`config.mk`:
```
export PLATFORM = sky130hd
export DESIGN_NAME = run_detector_flat
export DESIGN_NICKNAME = d
export VERILOG_FILES = /design/src/rtl/run_detector_pkg.sv /design/src/rtl/run_detector_if.sv /design/src/rtl/run_detector_ch.sv /design/src/rtl/run_detector.sv /design/src/flat_wrapper.sv
export SDC_FILE = /design/constraint.sdc
export NUM_CORES = 1
export LEC_CHECK = 0
export ABC_AREA = 1
export BUFFER_PORTS_ARGS = -buffer_cell sky130_fd_sc_hd__buf_4
export CAP_MARGIN = 10
export CELL_PAD_IN_SITES_DETAIL_PLACEMENT = 2
export CELL_PAD_IN_SITES_GLOBAL_PLACEMENT = 2
export CORE_ASPECT_RATIO = 1.25
export CORE_MARGIN = 8
export CORE_UTILIZATION = 28
export DETAILED_ROUTE_END_ITERATION = 16
export GPL_TIMING_DRIVEN = 0
export PLACE_DENSITY_LB_ADDON = 0.25
export SYNTH_ARGS = -nofsm -noshare
export SYNTH_HDL_FRONTEND = slang
export SYNTH_SLANG_ARGS = --single-unit
```
`constraint.sdc`:
```
create_clock -name clk -period 1.3 [get_ports clk]
set_clock_uncertainty 0.05 [all_clocks]
set_input_delay 0.13 -clock clk [delete_from_list [all_inputs] [get_ports clk]]
set_output_delay 0.13 -clock clk [all_outputs]
set_load 0.01 [all_outputs]
```
`src/rtl/run_detector_pkg.sv`:
```
// run_detector_pkg: shared state encoding and width helper for the run-of-ones
// detector.
//   state_e   - per-channel FSM state (S_IDLE / S_COUNT / S_HIT)
//   cnt_w()   - run counter width, never narrower than 1 bit
package run_detector_pkg;

  typedef enum logic [1:0] {
    S_IDLE  = 2'b00,
    S_COUNT = 2'b01,
    S_HIT   = 2'b10
  } state_e;

  function automatic int cnt_w(input int n);
    return (n <= 1) ? 1 : $clog2(n);
  endfunction

endpackage

```
`src/rtl/run_detector_if.sv`:
```
// run_detector_if: groups the sample-side controls and the status outputs of
// run_detector.
//   en        - sample enable (hold all channels when 0)
//   clr       - synchronous clear of all event counters
//   bi        - per-channel control inputs
//   bo_pulse  - per-channel one-cycle hit pulse
//   bo_active - per-channel level, high while in S_HIT
//   evt_count - flattened saturating counters, channel i at [i*EVT_W +: EVT_W]
interface run_detector_if #(
  parameter int CHANNELS = 2,
  parameter int EVT_W    = 8
);
  logic                      en;
  logic                      clr;
  logic [CHANNELS-1:0]       bi;
  logic [CHANNELS-1:0]       bo_pulse;
  logic [CHANNELS-1:0]       bo_active;
  logic [CHANNELS*EVT_W-1:0] evt_count;

  modport master (output en, clr, bi, input bo_pulse, bo_active, evt_count);
  modport slave  (input en, clr, bi, output bo_pulse, bo_active, evt_count);
endinterface

```
`src/rtl/run_detector_ch.sv`:
```
// run_detector_ch: one detector channel. Counts consecutive enabled 1-samples
// of bi_i, flags a hit when the run reaches RUN_LEN, keeps a saturating event
// counter.
//   clk, reset - clock, async active-high reset
//   en_i       - sample enable
//   clr_i      - clear event counter (wins over a simultaneous hit)
//   bi_i       - control input
//   pulse_o    - hit pulse (same cycle if MEALY, else one cycle later)
//   active_o   - high while in S_HIT
//   evt_o      - saturating hit counter
module run_detector_ch
  import run_detector_pkg::*;
#(
  parameter int RUN_LEN = 3,
  parameter int MEALY   = 1,
  parameter int REPEAT  = 0,
  parameter int EVT_W   = 8
) (
  input  logic             clk,
  input  logic             reset,
  input  logic             en_i,
  input  logic             clr_i,
  input  logic             bi_i,
  output logic             pulse_o,
  output logic             active_o,
  output logic [EVT_W-1:0] evt_o
);

  localparam int            CW   = cnt_w(RUN_LEN);
  localparam logic [CW-1:0] LAST = CW'(RUN_LEN - 1);

  state_e           state_q, state_d;
  logic [CW-1:0]    cnt_q, cnt_d;
  logic [EVT_W-1:0] evt_q, evt_d;
  logic             hit;

  always_ff @(posedge clk or posedge reset) begin
    if (reset) begin
      state_q <= S_IDLE;
      cnt_q   <= '0;
      evt_q   <= '0;
    end else begin
      state_q <= state_d;
      cnt_q   <= cnt_d;
      evt_q   <= evt_d;
    end
  end

  // hit is already qualified by en_i, so downstream logic needs no extra gate.
  always_comb begin
    state_d = state_q;
    cnt_d   = cnt_q;
    hit     = 1'b0;
    if (en_i) begin
      if (!bi_i) begin
        state_d = S_IDLE;
        cnt_d   = '0;
      end else begin
        case (state_q)
          S_IDLE, S_COUNT: begin
            if (cnt_q == LAST) begin
              hit     = 1'b1;
              state_d = S_HIT;
              cnt_d   = (REPEAT != 0) ? '0 : cnt_q;
            end else begin
              state_d = S_COUNT;
              cnt_d   = cnt_q + 1'b1;
            end
          end
          S_HIT: begin
            // Without REPEAT the run is already reported; just sit here.
            if (REPEAT != 0) begin
              if (cnt_q == LAST) begin
                hit   = 1'b1;
                cnt_d = '0;
              end else begin
                cnt_d = cnt_q + 1'b1;
              end
            end
          end
          default: begin
            state_d = S_IDLE;
            cnt_d   = '0;
          end
        endcase
      end
    end
  end

  always_comb begin
    evt_d = evt_q;
    if (clr_i)                 evt_d = '0;
    else if (hit && evt_q != '1) evt_d = evt_q + 1'b1;
  end

  generate
    if (MEALY != 0) begin : g_mealy
      // Reset forces the state to S_IDLE, but with RUN_LEN=1 an idle channel
      // would still hit combinationally; mask it while reset is held.
      assign pulse_o = hit & ~reset;
    end else begin : g_moore
      logic pulse_q;
      always_ff @(posedge clk or posedge reset) begin
        if (reset) pulse_q <= 1'b0;
        else       pulse_q <= hit;
      end
      assign pulse_o = pulse_q;
    end
  endgenerate

  assign active_o = (state_q == S_HIT);
  assign evt_o    = evt_q;

endmodule

```
`src/rtl/run_detector.sv`:
```
// run_detector: CHANNELS independent run-of-ones detectors sharing en/clr.
//   clk, reset - clock, async active-high reset
//   bus        - run_detector_if slave: en, clr, bi in; bo_pulse, bo_active,
//                evt_count out
module run_detector
  import run_detector_pkg::*;
#(
  parameter int CHANNELS = 2,
  parameter int RUN_LEN  = 3,
  parameter int MEALY    = 1,
  parameter int REPEAT   = 0,
  parameter int EVT_W    = 8
) (
  input logic           clk,
  input logic           reset,
  run_detector_if.slave bus
);

  logic [CHANNELS-1:0]             pulse_w, active_w;
  logic [CHANNELS-1:0][EVT_W-1:0]  evt_w;

  generate
    for (genvar g = 0; g < CHANNELS; g++) begin : g_ch
      run_detector_ch #(
        .RUN_LEN(RUN_LEN), .MEALY(MEALY), .REPEAT(REPEAT), .EVT_W(EVT_W)
      ) u_ch (
        .clk     (clk),
        .reset   (reset),
        .en_i    (bus.en),
        .clr_i   (bus.clr),
        .bi_i    (bus.bi[g]),
        .pulse_o (pulse_w[g]),
        .active_o(active_w[g]),
        .evt_o   (evt_w[g])
      );
    end
  endgenerate

  assign bus.bo_pulse  = pulse_w;
  assign bus.bo_active = active_w;
  assign bus.evt_count = evt_w;

endmodule

```
`src/flat_wrapper.sv`:
```
// flat-port wrapper written by rule: the top's interface ports become plain ports
module run_detector_flat import run_detector_pkg::*;
#(
  parameter int CHANNELS = 2,
  parameter int RUN_LEN  = 3,
  parameter int MEALY    = 1,
  parameter int REPEAT   = 0,
  parameter int EVT_W    = 8
)
  (clk, reset, bus_en, bus_clr, bus_bi, bus_bo_pulse, bus_bo_active, bus_evt_count);
  run_detector_if #(.CHANNELS(CHANNELS), .EVT_W(EVT_W)) bus_i ();
  input logic clk;
  input logic reset;
  input wire logic [$bits(bus_i.en)-1:0] bus_en;
  input wire logic [$bits(bus_i.clr)-1:0] bus_clr;
  input wire logic [$bits(bus_i.bi)-1:0] bus_bi;
  output wire logic [$bits(bus_i.bo_pulse)-1:0] bus_bo_pulse;
  output wire logic [$bits(bus_i.bo_active)-1:0] bus_bo_active;
  output wire logic [$bits(bus_i.evt_count)-1:0] bus_evt_count;
  assign bus_i.en = bus_en;
  assign bus_i.clr = bus_clr;
  assign bus_i.bi = bus_bi;
  assign bus_bo_pulse = bus_i.bo_pulse;
  assign bus_bo_active = bus_i.bo_active;
  assign bus_evt_count = bus_i.evt_count;
  run_detector #(.CHANNELS(CHANNELS), .RUN_LEN(RUN_LEN), .MEALY(MEALY), .REPEAT(REPEAT), .EVT_W(EVT_W)) u_core (.clk(clk), .reset(reset), .bus(bus_i));
endmodule
```
==> results of run 1 <==
worst max-delay path, delay by kind of cell, from the launching register on:
family        cells  cell delay [ps]
flops             1              380
buf+inv           2              200
fa+ha+maj         1              180
simple gates      4              450
mux               1               70
kinds of logic (layout without fill, tap and decap cells):
logic type,after synthesis,count (layout)
DFF,24,24
AOI/OAI and AO/OA,15,15
adders and majority gates,4,4
buffers and inverters,29,75
muxes,1,1
xor gates and xnor gates,5,5
and+or+nand+nor,113,113
cell type report:
cell class,instances,area [µm²],area share [%]
sequential,24,602,28.5
inverter,24,103,4.86
timing repair buffer,45,368,17.4
tap,62,77.6,3.68
buffer,3,20.0,0.948
clock buffer,3,41.3,1.96
multi-input combinational,138,900,42.6
registers in the layout, summed over array words and instances (netlist names):
register,flops
u_core.g_ch.u_ch.cnt_q,4
u_core.g_ch.u_ch.evt_o,16
u_core.g_ch.u_ch.state_q,4
cell usage in the layout (no fill, tap or decap):
cell	n
a21oi_2	1
a21oi_4	1
buf_2	1
buf_4	39
buf_6	8
clkbuf_8	3
clkinv_1	1
clkinv_4	1
dfrtp_1	23
dfrtp_2	1
ha_1	1
ha_2	1
ha_4	2
inv_1	11
inv_2	10
inv_8	1
mux2i_1	1
nand2_1	44
nand2_2	11
nand2_4	6
nand2_8	1
nand3_1	17
nand3_2	4
nand3_4	1
nand4_1	3
nand4_4	1
nor2_1	13
nor2_2	3
nor2_4	6
nor3_1	1
nor3_2	1
nor3b_1	1
o21ai_0	2
o21ai_1	6
o21ai_2	3
o21bai_1	1
o31ai_1	1
xnor2_1	1
xor2_1	4
per-layer routing:
metal | wire length, µm | part of all wire [%] | vias to the layer above | GRT usage, %
met5 | 0 | 0 | - | 0
met4 | 51 | 1.1 | 0 | 4.10
met3 | 140 | 3.0 | 5 | 2.24
met2 | 2710 | 57 | 16 | 24.3
met1 | 1840 | 39 | 697 | 13.3
li1 | - | - | 697 | -
per-stage QoR:
stage | area, µm² | setup slack, ps
6_report | 2110 | -149
5_1_grt | 2110 | -239
4_1_cts | 1970 | -165
3_5_place_dp | 1700 | -243
3_3_place_gp | 1700 | -226
2_1_floorplan | 1430 | 4.28
power groups by stage:
| stage | Combinational (mW) | Sequential, mW | Clock (mW) |
|---|---|---|---|
| floorplan | 0.199 | 0.852 | 0 |
| global placement | 0.291 | 0.856 | 0 |
| detailed placement | 0.298 | 0.858 | 0 |
| CTS | 0.404 | 0.841 | 0.479 |
| global route | 0.565 | 0.855 | 0.510 |
| finish | 0.509 | 0.849 | 0.454 |
worst paths after layout:
kind	startpoint	end	slack, ps	cells after the start
setup / recovery	u_core.g_ch[1].u_ch.cnt_q[0]	u_core.g_ch[1].u_ch.evt_o[0]	-150	8
hold / removal	reset	u_core.g_ch[1].u_ch.state_q[1]	50	2
setup reg to reg	u_core.g_ch[1].u_ch.cnt_q[0]	u_core.g_ch[1].u_ch.evt_o[0]	-150	8
hold reg to reg	u_core.g_ch[1].u_ch.cnt_q[1]	u_core.g_ch[1].u_ch.cnt_q[1]	470	2
max in group asynchronous	reset	u_core.g_ch[0].u_ch.evt_o[5]	500	2
min in group clk	bus_bi[1]	u_core.g_ch[1].u_ch.cnt_q[0]	130	3
timing repair:
action / 4_1_cts / 5_1_grt
gates resized for setup: 31 / 30
endpoints found under the setup margin: 21 / 26
setup buffers: 14 / 6
pin swaps: 12 / 11
gates cloned: 0 / 0
==> impl_results.md, run 1 <==
- Max Cap Viol: 0
- Setup total negative slack: -1830 ps
- Cell taking the most area after synthesis: dfrtp_1
- Syn avg cell area: 7.51 µm²
- Top-area cell type share of the netlist area: 41.9%
- Post-synth ARST share: 100%
- Routed WL per cell: 15.9 µm
- Slowest CP cell: dfrtp_1
- Total Wirelength: 4740 µm
- Crit path largest cell delay: around 380 ps
- Min Tclk post-route: 1450 ps
- Setup-failing EPs final: 21
- Clock buffer count from CTS: 3
- Sw Ratio: between 30% and 40%
- Final core utilization: between 40% and 50%
- Synth warnings: 0
- EDFF count, synth: 0
- Status: complete, but fails checks
- Simple-gate share of the synthesized area: 36.6%
- Largest net degree at the start of global routing: 25
- Int Pwr: ~1.3 mW
- Syn Nets: 201
- Max FO, Critical Path: 8
- Crit path cell chain: inv_1 -> ha_2 -> nand3_2 -> buf_6 -> nor2_4 -> nand2_4 -> nand2_4 -> mux2i_1
- Crit path launch type: flop
- Slew HR: 36.2%
- First-pass GRT wire length: 7710 µm
- Congestion Overflow GR: 0
- FF+latch count, synth: 24
- First-pass DRT Iterations: 3
- Largest family of logic cells by synthesized area: simple AND/OR/NAND/NOR gates
- Post-synthesis sequential area ratio: approximately two fifths
- Layout area overhead: 47.2%
- Slew @ Worst Pin: around 960 ps
- Vert. Die Dim: about 96 µm
- Fillers: 587
- Synth Area in Adders: between 3 and 4%
- Final hold vios: 0
- # rows: 29
- WP data required: about 1400 ps
- Synth cell types: 27
- Mapped Cells: 191
- Top post-synthesis cells by area: dfrtp_1, nand2_1, nand3_1
- Core area: about 5000 µm²
- Violated checks: negative setup slack
- Compound-Gate Fraction of Synth Area: between 5 and 6%
- Initial Utilization: about 29%
- Tcrit/Tclk final: 111%
- Share of cells above drive strength 1: between 40 and 50%
- Num Clock Sinks: 24
- Critical path capture point type: flop
- Post-Synth XOR/XNOR Area: approximately 3%
- # H-tree levels: 1
- Top post-synthesis cells by count: nand2_1, dfrtp_1, nand3_1
- NetSw: 0.562 mW
- Hold_buf cts: 0
- Initial antenna violation count: 0
- Crit Path Class: reg -> reg
- Final Max Slew Viols: 0
- Worst-case clock buffer depth: 2
- Top-count cell post-synth: nand2_1
- Crit-path most repeated cell: nand2_4
- Mux cell area share after synthesis: less than 1%
- RSZ-0062 raised after global routing: true
- CTS tree: yes
- Inst Count DP: around 280
- N_diodes: 0
- Total Nets Final: 249
- Power, Total: roughly 1.8 mW
- Clock Pin Slew Worst Setup and Hold Paths: 90 ps
- Overall via count from detail_route: between 1000 and 1500
- Root Buffer: clkbuf_8
- Die extent in x: between 80 and 90 µm
- Arrival time at the worst endpoint: about 1600 ps
- Max Freq: a little under 700 MHz
- Reg power frac: about 47%
- Port buffer count: 25
- Total track usage: 12.6%
- Most used DFF post-synth: dfrtp_1
- Vias in the first global route: about 1600
- Die Area: roughly 7700 µm²
- Post-DP HPWL: just over 3000 µm
- Iteration-0 DRC Markers: 20
- Final RePlAce weighted congestion: 0.720
- Post-route insts no fill: 299
- Hold Crit Class: in -> async
- Clk pwr share: between 20 and 30%
- Final ANT Viol Nets: 0
- Via density: between 4 and 5
- DRC: 0
- Peak VDD IR: between 0.4 and 0.5 mV
- Setup ws final: -149 ps
- Pwr Density: ~860 nW/µm²
- Leakage: between 1 and 1.5 nW
- Clk_lat worst skew: approximately 270 ps
- I/O Pins: 26
- Post-synthesis cell area: about 1400 µm²
- WHS: between 50 and 60 ps
- Comb pwr share: around 28%
Power figures use the tool's default switching activity.
==> run 2, diff against run 1 <==
--- a/config.mk
+++ b/config.mk
@@ -16,6 +16,7 @@
 export DETAILED_ROUTE_END_ITERATION = 16
 export GPL_TIMING_DRIVEN = 0
 export PLACE_DENSITY_LB_ADDON = 0.25
+export REMOVE_ABC_BUFFERS = 1
 export SYNTH_ARGS = -nofsm -noshare
 export SYNTH_HDL_FRONTEND = slang
 export SYNTH_SLANG_ARGS = --single-unit
==> run 2 against run 1 <==
The flow still finishes with violations (negative setup slack). Via count is 0.14% lower. Worst setup slack better by 30 ps. Count of clock-buffer cells in the layout unchanged. Global-route usage down 0.18 points. Largest cell class unchanged. Largest power group unchanged. First-iteration DRC count increased by 50%. Die area stayed put. Clock power down 4.4%. Worst hold slack better by 11 ps. Design area fell by 4.4%. Fmax rose by 2.1%.
==> impl_results.md, run 2 (synthesis gave the netlist of run 1 again) <==
- Status: complete, but fails checks
- Violated checks: negative setup slack
- Clk_lat worst skew: 260 ps (about the same)
- Critical path capture point type: output port
- WHS: 64.0 ps (+11.3 ps)
- Overall via count from detail_route: 1413 (-0.14%)
- Crit path cell chain: inv_2 -> ha_4 -> nand4_4 -> nor2_1 -> buf_4
- Total Nets Final: 242 (-2.8%)
- Sequential cell area: 602 µm² (unchanged)
- Tcrit/Tclk final: 109% (-2.3 points)
- Slew HR: 34.9% (-1.3 points)
- Power, Total: 1.75 mW (-3.7%)
- Num Clock Sinks: 24 (unchanged)
- Congestion Overflow GR: 0 (unchanged)
- Area of the multi-input gates: 886 µm² (-1.5%)
- CP endpoint: bus_bo_pulse[0]
- Clock Pin Slew Worst Setup and Hold Paths: 80 ps (about the same)
- Arrival time at the worst endpoint: 1240 ps (-310 ps)
- RSZ-0062 raised after global routing: true
- Port buffer count: 25 (unchanged)
- Most frequent cells in the layout: nand2_1, buf_4, dfrtp_1
- Slew @ Worst Pin: 976 ps (+20.0 ps)
- Core area: 5010 µm² (unchanged)
- Final hold vios: 0 (unchanged)
- Die Area: 7680 µm² (unchanged)
- Post-DP HPWL: 3190 µm (+4.9%)
- Max FO, Critical Path: 4 (-4)
- R2R cell count: 9 (+1)
- CTS tree: yes
- Fillers: 605 (+3.1%)
- Largest register FFs: 16 (unchanged)
- Layout area overhead: 40.7%
- Slowest CP cell: dfrtp_1
- Root Buffer: clkbuf_8
- I/O Pins: 26 (unchanged)
- Inst Count DP: 273 (-1.8%)
- WP data required: 1120 ps (-280 ps)
- Routed WL per cell: 15.8 µm (-0.62%)
- N_diodes: 0 (unchanged)
- Post-route cell area: 2020 µm² (-4.4%)
- Vias in the first global route: 1665 (+3.8%)
- Die extent in x: 80.0 µm (unchanged)
- Initial antenna violation count: 0 (unchanged)
- Crit path launch type: flop
- Clock buffer count from CTS: 3 (unchanged)
- Crit path from: u_core.g_ch[0].u_ch.cnt_q[0]
- Final ANT Viol Nets: 0 (unchanged)
- Total Wirelength: 4600 µm (-3.0%)
- First-pass GRT wire length: 7710 µm (unchanged)
- # rows: 29 (unchanged)
- Post-DP Area: 1660 µm² (-2.1%)
- Max Freq: 705 MHz (+2.1%)
- Commonest non-fill, non-tap cell in the layout: nand2_1
- DRC: 0 (unchanged)
- Setup ws final: -119 ps (+30.1 ps)
- Max Cap Viol: 0 (unchanged)
- Worst reg2reg path startpoint: u_core.g_ch[0].u_ch.evt_o[0]
- Crit path largest cell delay: 400 ps (+20 ps)
- Post-route insts no fill: 292 (-2.3%)
- Setup-failing EPs final: 17 (-19%)
- R2r setup slk: -70 ps (+80 ps)
- Peak VDD IR: 0.498 mV (+17%)
- Final RePlAce weighted congestion: 0.761 (+5.7%)
- Initial Utilization: 28.6% (unchanged)
- Vert. Die Dim: 96.0 µm (unchanged)
- First-pass DRT Iterations: 3 (unchanged)
- Total track usage: 12.4% (-0.18 points)
- Crit Path Class: reg -> out
- Leakage: 0.982 nW (-3.7%)
- Final Max Slew Viols: 0 (unchanged)
- Min Tclk post-route: 1420 ps (-30.1 ps)
- Worst-case clock buffer depth: 2 (unchanged)
- Share of cells above drive strength 1: 42.6% (-2.1 points)
- Pwr Density: 865 nW/µm² (+0.80%)
- # H-tree levels: 1 (unchanged)
- Via density: 4.84 (+2.3%)
- Hold Crit Class: in -> async
- Iteration-0 DRC Markers: 30 (+50%)
- Reg-to-reg critical path endpoint: u_core.g_ch[0].u_ch.evt_o[7]
- Largest net degree at the start of global routing: 25 (unchanged)
- Hold_buf cts: 0 (unchanged)
## run 2: cell count changes in the layout (fill, tap and decap cells not counted), moves of 2 or more
cell     previous run  this run
nor2_1             13        15
buf_6               8         1
o21ai_1             6         4
nand2_4             6         4
o21ai_2             3         5
nor2_4              6         4
nand2_1            44        46
## run 2: layer usage
| layer | vias to the layer above | global-route usage (%) | wire length [µm] |
|---|---|---|---|
| met2 | 15 | 25.1 | 2630 |
| met4 | 0 | 2.28 | 29 |
| met1 | 706 | 12.7 | 1800 |
| met5 | - | 0 | 0 |
| li1 | 688 | - | - |
| met3 | 4 | 2.43 | 148 |
## run 2: worst min-delay path by stage
stage	from	end	slack, ps	depth (start not counted)
6_report	reset	u_core.g_ch[1].u_ch.state_q[1]	60	2
5_1_grt	reset	u_core.g_ch[1].u_ch.evt_o[3]	140	2
4_1_cts	reset	u_core.g_ch[1].u_ch.cnt_q[0]	100	2
3_5_place_dp	reset	u_core.g_ch[1].u_ch.cnt_q[1]	380	2
3_3_place_gp	bus_bi[0]	u_core.g_ch[0].u_ch.cnt_q[1]	360	3
2_1_floorplan	reset	u_core.g_ch[0].u_ch.cnt_q[0]	90	1
## run 2: cell type report
type	instances	area share [%]
clock buffer	3	2.05
inverter	24	4.90
multi-input combinational	138	43.9
sequential	24	29.8
tap	62	3.85
timing repair buffer	41	15.4
## run 2: worst max-delay path, delay by kind of cell, from the launching register on
kind / cells / cell delay (ps)
DFF: 1 / 400
buffers and inverters: 2 / 220
and+or+nand+nor: 2 / 210
adders and majority gates: 1 / 150
## run 2: per-stage QoR
step	setup slack [ps]	utilization [%]	setup TNS [ps]
after floorplan	-2.10	-	-2.10
after CTS	-151	38.8	-1030
after global routing	-185	40.3	-2660
after global placement	-238	33.2	-1960
final	-119	40.3	-1050
after detailed placement	-303	33.2	-3110
## run 2: power by group
part           internal, mW  total (mW)  switching, mW
clock                 0.207       0.434          0.227
combinational         0.204       0.454          0.250
sequential            0.805       0.858         0.0528
total                  1.22        1.75          0.529
## run 2: timing repair
| item | in CTS | in global routing |
|---|---|---|
| pin swaps | 17 | 9 |
| setup endpoints to repair | 20 | 23 |
| gates resized for setup | 36 | 13 |
| buffers inserted | 11 | 5 |
==> run 3, diff against run 2 <==
--- a/config.mk
+++ b/config.mk
@@ -5,14 +5,13 @@
 export SDC_FILE = /design/constraint.sdc
 export NUM_CORES = 1
 export LEC_CHECK = 0
-export ABC_AREA = 1
 export BUFFER_PORTS_ARGS = -buffer_cell sky130_fd_sc_hd__buf_4
 export CAP_MARGIN = 10
 export CELL_PAD_IN_SITES_DETAIL_PLACEMENT = 2
 export CELL_PAD_IN_SITES_GLOBAL_PLACEMENT = 2
 export CORE_ASPECT_RATIO = 1.25
 export CORE_MARGIN = 8
-export CORE_UTILIZATION = 28
+export CORE_UTILIZATION = 30
 export DETAILED_ROUTE_END_ITERATION = 16
 export GPL_TIMING_DRIVEN = 0
 export PLACE_DENSITY_LB_ADDON = 0.25
==> run 3 against run 2 <==
The flow finishes with violations (negative hold slack, negative setup slack). Synthesized area down 8.2%. Sequential power increased by 12%. Synthesized cell count down 31%. Flip-flop and latch count did not move. Total power grew 44%. Combinational power grew 120%. Via count down 15%. Non-clock buffer count rose by 12. Clock power rose by 23%. Worst setup slack got worse by 280 ps. Global-route usage up 1.2 points. Largest cell class unchanged. Highest routed layer unchanged.
==> impl_results.md, run 3 <==
- Final Max Slew Viols: 0 (unchanged)
- Vias in the first global route: 1379 (-17%)
- WP data required: 1410 ps (+290 ps)
- Total Nets Final: 193 (-20%)
- R2R cell count: 7 (-2)
- Final hold vios: 24 (+24)
- Setup-failing EPs final: 22 (+5)
- Setup ws final: -399 ps (-280 ps)
- Clock Pin Slew Worst Setup and Hold Paths: 90 ps (about the same)
- RSZ-0062 raised after global routing: true
- Reg-to-reg critical path endpoint: u_core.g_ch[0].u_ch.evt_o[6]
- Max FO, Critical Path: 6 (+2)
- Simple-gate share of the synthesized area: 18.4% (-18 points)
- Crit Path Class: reg -> reg
- Sequential cell area: 607 µm² (+0.83%)
- Synth Area in Adders: 3.80% (+0.31 points)
- Inst Count DP: 208 (-24%)
- Total track usage: 13.6% (+1.2 points)
- Most frequent cells in the layout: buf_4, dfrtp_1, nor2_1
- Largest net degree at the start of global routing: 26 (+4.0%)
- Final RePlAce weighted congestion: 0.747 (-1.9%)
- Status: complete, but fails checks
- Cell taking the most area after synthesis: dfrtp_1
- Largest register FFs: 16 (unchanged)
- EDFF count, synth: 0 (unchanged)
- Overall via count from detail_route: 1207 (-15%)
- Crit path launch type: flop
- Final core utilization: 46.9% (+6.7 points)
- Top-count cell post-synth: dfrtp_1
- Via density: 5.03 (+3.9%)
- Initial Utilization: 30.4% (+1.8 points)
- Area of the multi-input gates: 828 µm² (-6.5%)
- WP buf/inv: 2 (unchanged)
- Syn avg cell area: 9.97 µm² (+33%)
- Total Wirelength: 4540 µm (-1.4%)
- Top post-synthesis cells by count: dfrtp_1, nor2_1, xor2_1
- Violated checks: negative hold slack, negative setup slack
- Crit path cell chain: inv_2 -> ha_4 -> and4b_2 -> buf_4 -> nand4_1 -> nor3_2 -> a211oi_2
- # rows: 27 (-6.9%)
- Slew @ Worst Pin: 597 ps (-379 ps)
- Post-route insts no fill: 240 (-18%)
- Leakage: 0.929 nW (-5.4%)
- Clk_lat worst skew: 270 ps (about the same)
- Post-synthesis sequential area ratio: 45.6% (+3.7 points)
- First-pass GRT wire length: 7160 µm (-7.2%)
- Iteration-0 DRC Markers: 49 (+63%)
- Die extent in x: 75.2 µm (-5.9%)
- Most used DFF post-synth: dfrtp_1
- Clock buffer count from CTS: 3 (unchanged)
- Layout area overhead: 54.2%
- Final ANT Viol Nets: 0 (unchanged)
- WHS: -128 ps (-192 ps)
- Highest routed layer: met4
- Slew HR: 60.1% (+25 points)
- CTS tree: yes
- Hold_buf cts: 0 (unchanged)
- Setup total negative slack: -4620 ps (-3580 ps)
- Synth cell types: 37 (+37%)
- Post-DP HPWL: 2720 µm (-15%)
- Top post-synthesis cells by area: dfrtp_1, xor2_1, nor2_1
- Min Tclk post-route: 1700 ps (+280 ps)
- Met2 Wirelength: 2570 µm (-2.1%)
- Largest family of logic cells by synthesized area: simple AND/OR/NAND/NOR gates
- Slowest CP cell: dfrtp_1
- Worst-case clock buffer depth: 2 (unchanged)
- Fillers: 478 (-21%)
- Peak VDD IR: 0.631 mV (+27%)
- Pwr Density: 1240 nW/µm² (+43%)
- Post-synth ARST share: 100% (unchanged)
- Die Area: 6780 µm² (-12%)
- FF+latch count, synth: 24 (unchanged)
- First-pass DRT Iterations: 4 (+1)
- Hold Crit Class: in -> async
- Power, Total: 2.51 mW (+44%)
- DRC: 0 (unchanged)
- Post-route cell area: 2030 µm² (+0.62%)
- Compound-Gate Fraction of Synth Area: 17.9% (+12 points)
- Commonest non-fill, non-tap cell in the layout: buf_4
- Crit path largest cell delay: 420 ps (+20 ps)
- Post-synthesis cell area: 1320 µm² (-8.2%)
- Met3 wire len: 144 µm (-2.7%)
- Routed WL per cell: 18.9 µm (+20%)
- Share of cells above drive strength 1: 53.8% (+11 points)
- Critical path's top delay family: simple AND/OR/NAND/NOR gates
- Num Clock Sinks: 24 (unchanged)
- Port buffer count: 25 (unchanged)
- Post-DP Area: 1530 µm² (-8.3%)
- Critical path capture point type: flop
- Max Cap Viol: 0 (unchanged)
- Arrival time at the worst endpoint: 1810 ps (+570 ps)
- Synth warnings: 0 (unchanged)
- Worst reg2reg path startpoint: u_core.g_ch[0].u_ch.cnt_q[0]
- R2r setup slk: -400 ps (-330 ps)
- Top-area cell type share of the netlist area: 45.6% (+3.7 points)
- # H-tree levels: 1 (unchanged)
- Root Buffer: clkbuf_8
- N_diodes: 0 (unchanged)
- Mapped Cells: 132 (-31%)
- Tcrit/Tclk final: 131% (+22 points)
- Pre-CTS WS: -500 ps (-197 ps)
- Congestion Overflow GR: 0 (unchanged)
- Routed length on met1: 1780 µm (-1.2%)
- Post-Synth XOR/XNOR Area: 6.65% (+3.6 points)
- Core area: 4320 µm² (-14%)
- I/O Pins: 26 (unchanged)
- Mux cell area share after synthesis: 1.52% (+0.82 points)
- Vert. Die Dim: 90.1 µm (-6.2%)
- Initial antenna violation count: 0 (unchanged)
- Max Freq: 589 MHz (-16%)
## run 3: cell count changes after synthesis, sizes merged, moves of 3 or more
cell | before | now
and2 | 0 | 4
o2111ai | 0 | 3
nand3 | 22 | 4
xor2 | 4 | 10
nand2 | 62 | 6
o211ai | 0 | 5
and3 | 0 | 3
inv | 22 | 8
nor2 | 22 | 16
## run 3: timing repair
item,CTS,global route
setup endpoints to repair,24,26
pin swaps,19,10
buffers inserted,16,12
endpoints found under the hold margin,0,24
gates resized for setup,29,31
## run 3: cell type report
class                      instances  area share (%)
multi-input combinational         93            40.8
sequential                        24            29.9
timing repair buffer              53            21.3
tap                               58            3.58
clock buffer                       4            2.71
inverter                           8            1.66
## run 3: power breakdown
part	internal [mW]	switching, mW	total [mW]
Combinational	0.564	0.456	1.02
Sequential	0.850	0.112	0.962
Clock	0.271	0.262	0.533
Total	1.68	0.830	2.51
## run 3: metal layers
layer	vias up	track usage (%)
li1	563	-
met3	4	2.78
met1	622	14.0
met2	18	25.6
met5	-	0
met4	0	4.02
## run 3: how the worst max path moves through the flow
stage / start / endpoint / slack, ps / cells past startpoint
6_report: u_core.g_ch[0].u_ch.cnt_q[0] / u_core.g_ch[0].u_ch.evt_o[6] / -400 / 7
5_1_grt: u_core.g_ch[0].u_ch.cnt_q[0] / u_core.g_ch[0].u_ch.evt_o[6] / -460 / 7
4_1_cts: u_core.g_ch[0].u_ch.cnt_q[0] / bus_bo_pulse[0] / -370 / 5
3_5_place_dp: u_core.g_ch[0].u_ch.cnt_q[0] / u_core.g_ch[0].u_ch.evt_o[7] / -500 / 6
3_3_place_gp: u_core.g_ch[0].u_ch.cnt_q[0] / u_core.g_ch[0].u_ch.evt_o[7] / -430 / 6
2_1_floorplan: u_core.g_ch[0].u_ch.cnt_q[0] / u_core.g_ch[0].u_ch.evt_o[7] / -280 / 6
## run 3: kinds of logic after synthesis
group / count (synthesis)
multiplexers: 2
AND/OR/NAND/NOR: 45
XOR/XNOR: 10
flip-flops: 24
AO/OA/AOI/OAI: 32
adder cells (fa/ha/maj): 4
buffers and inverters: 15
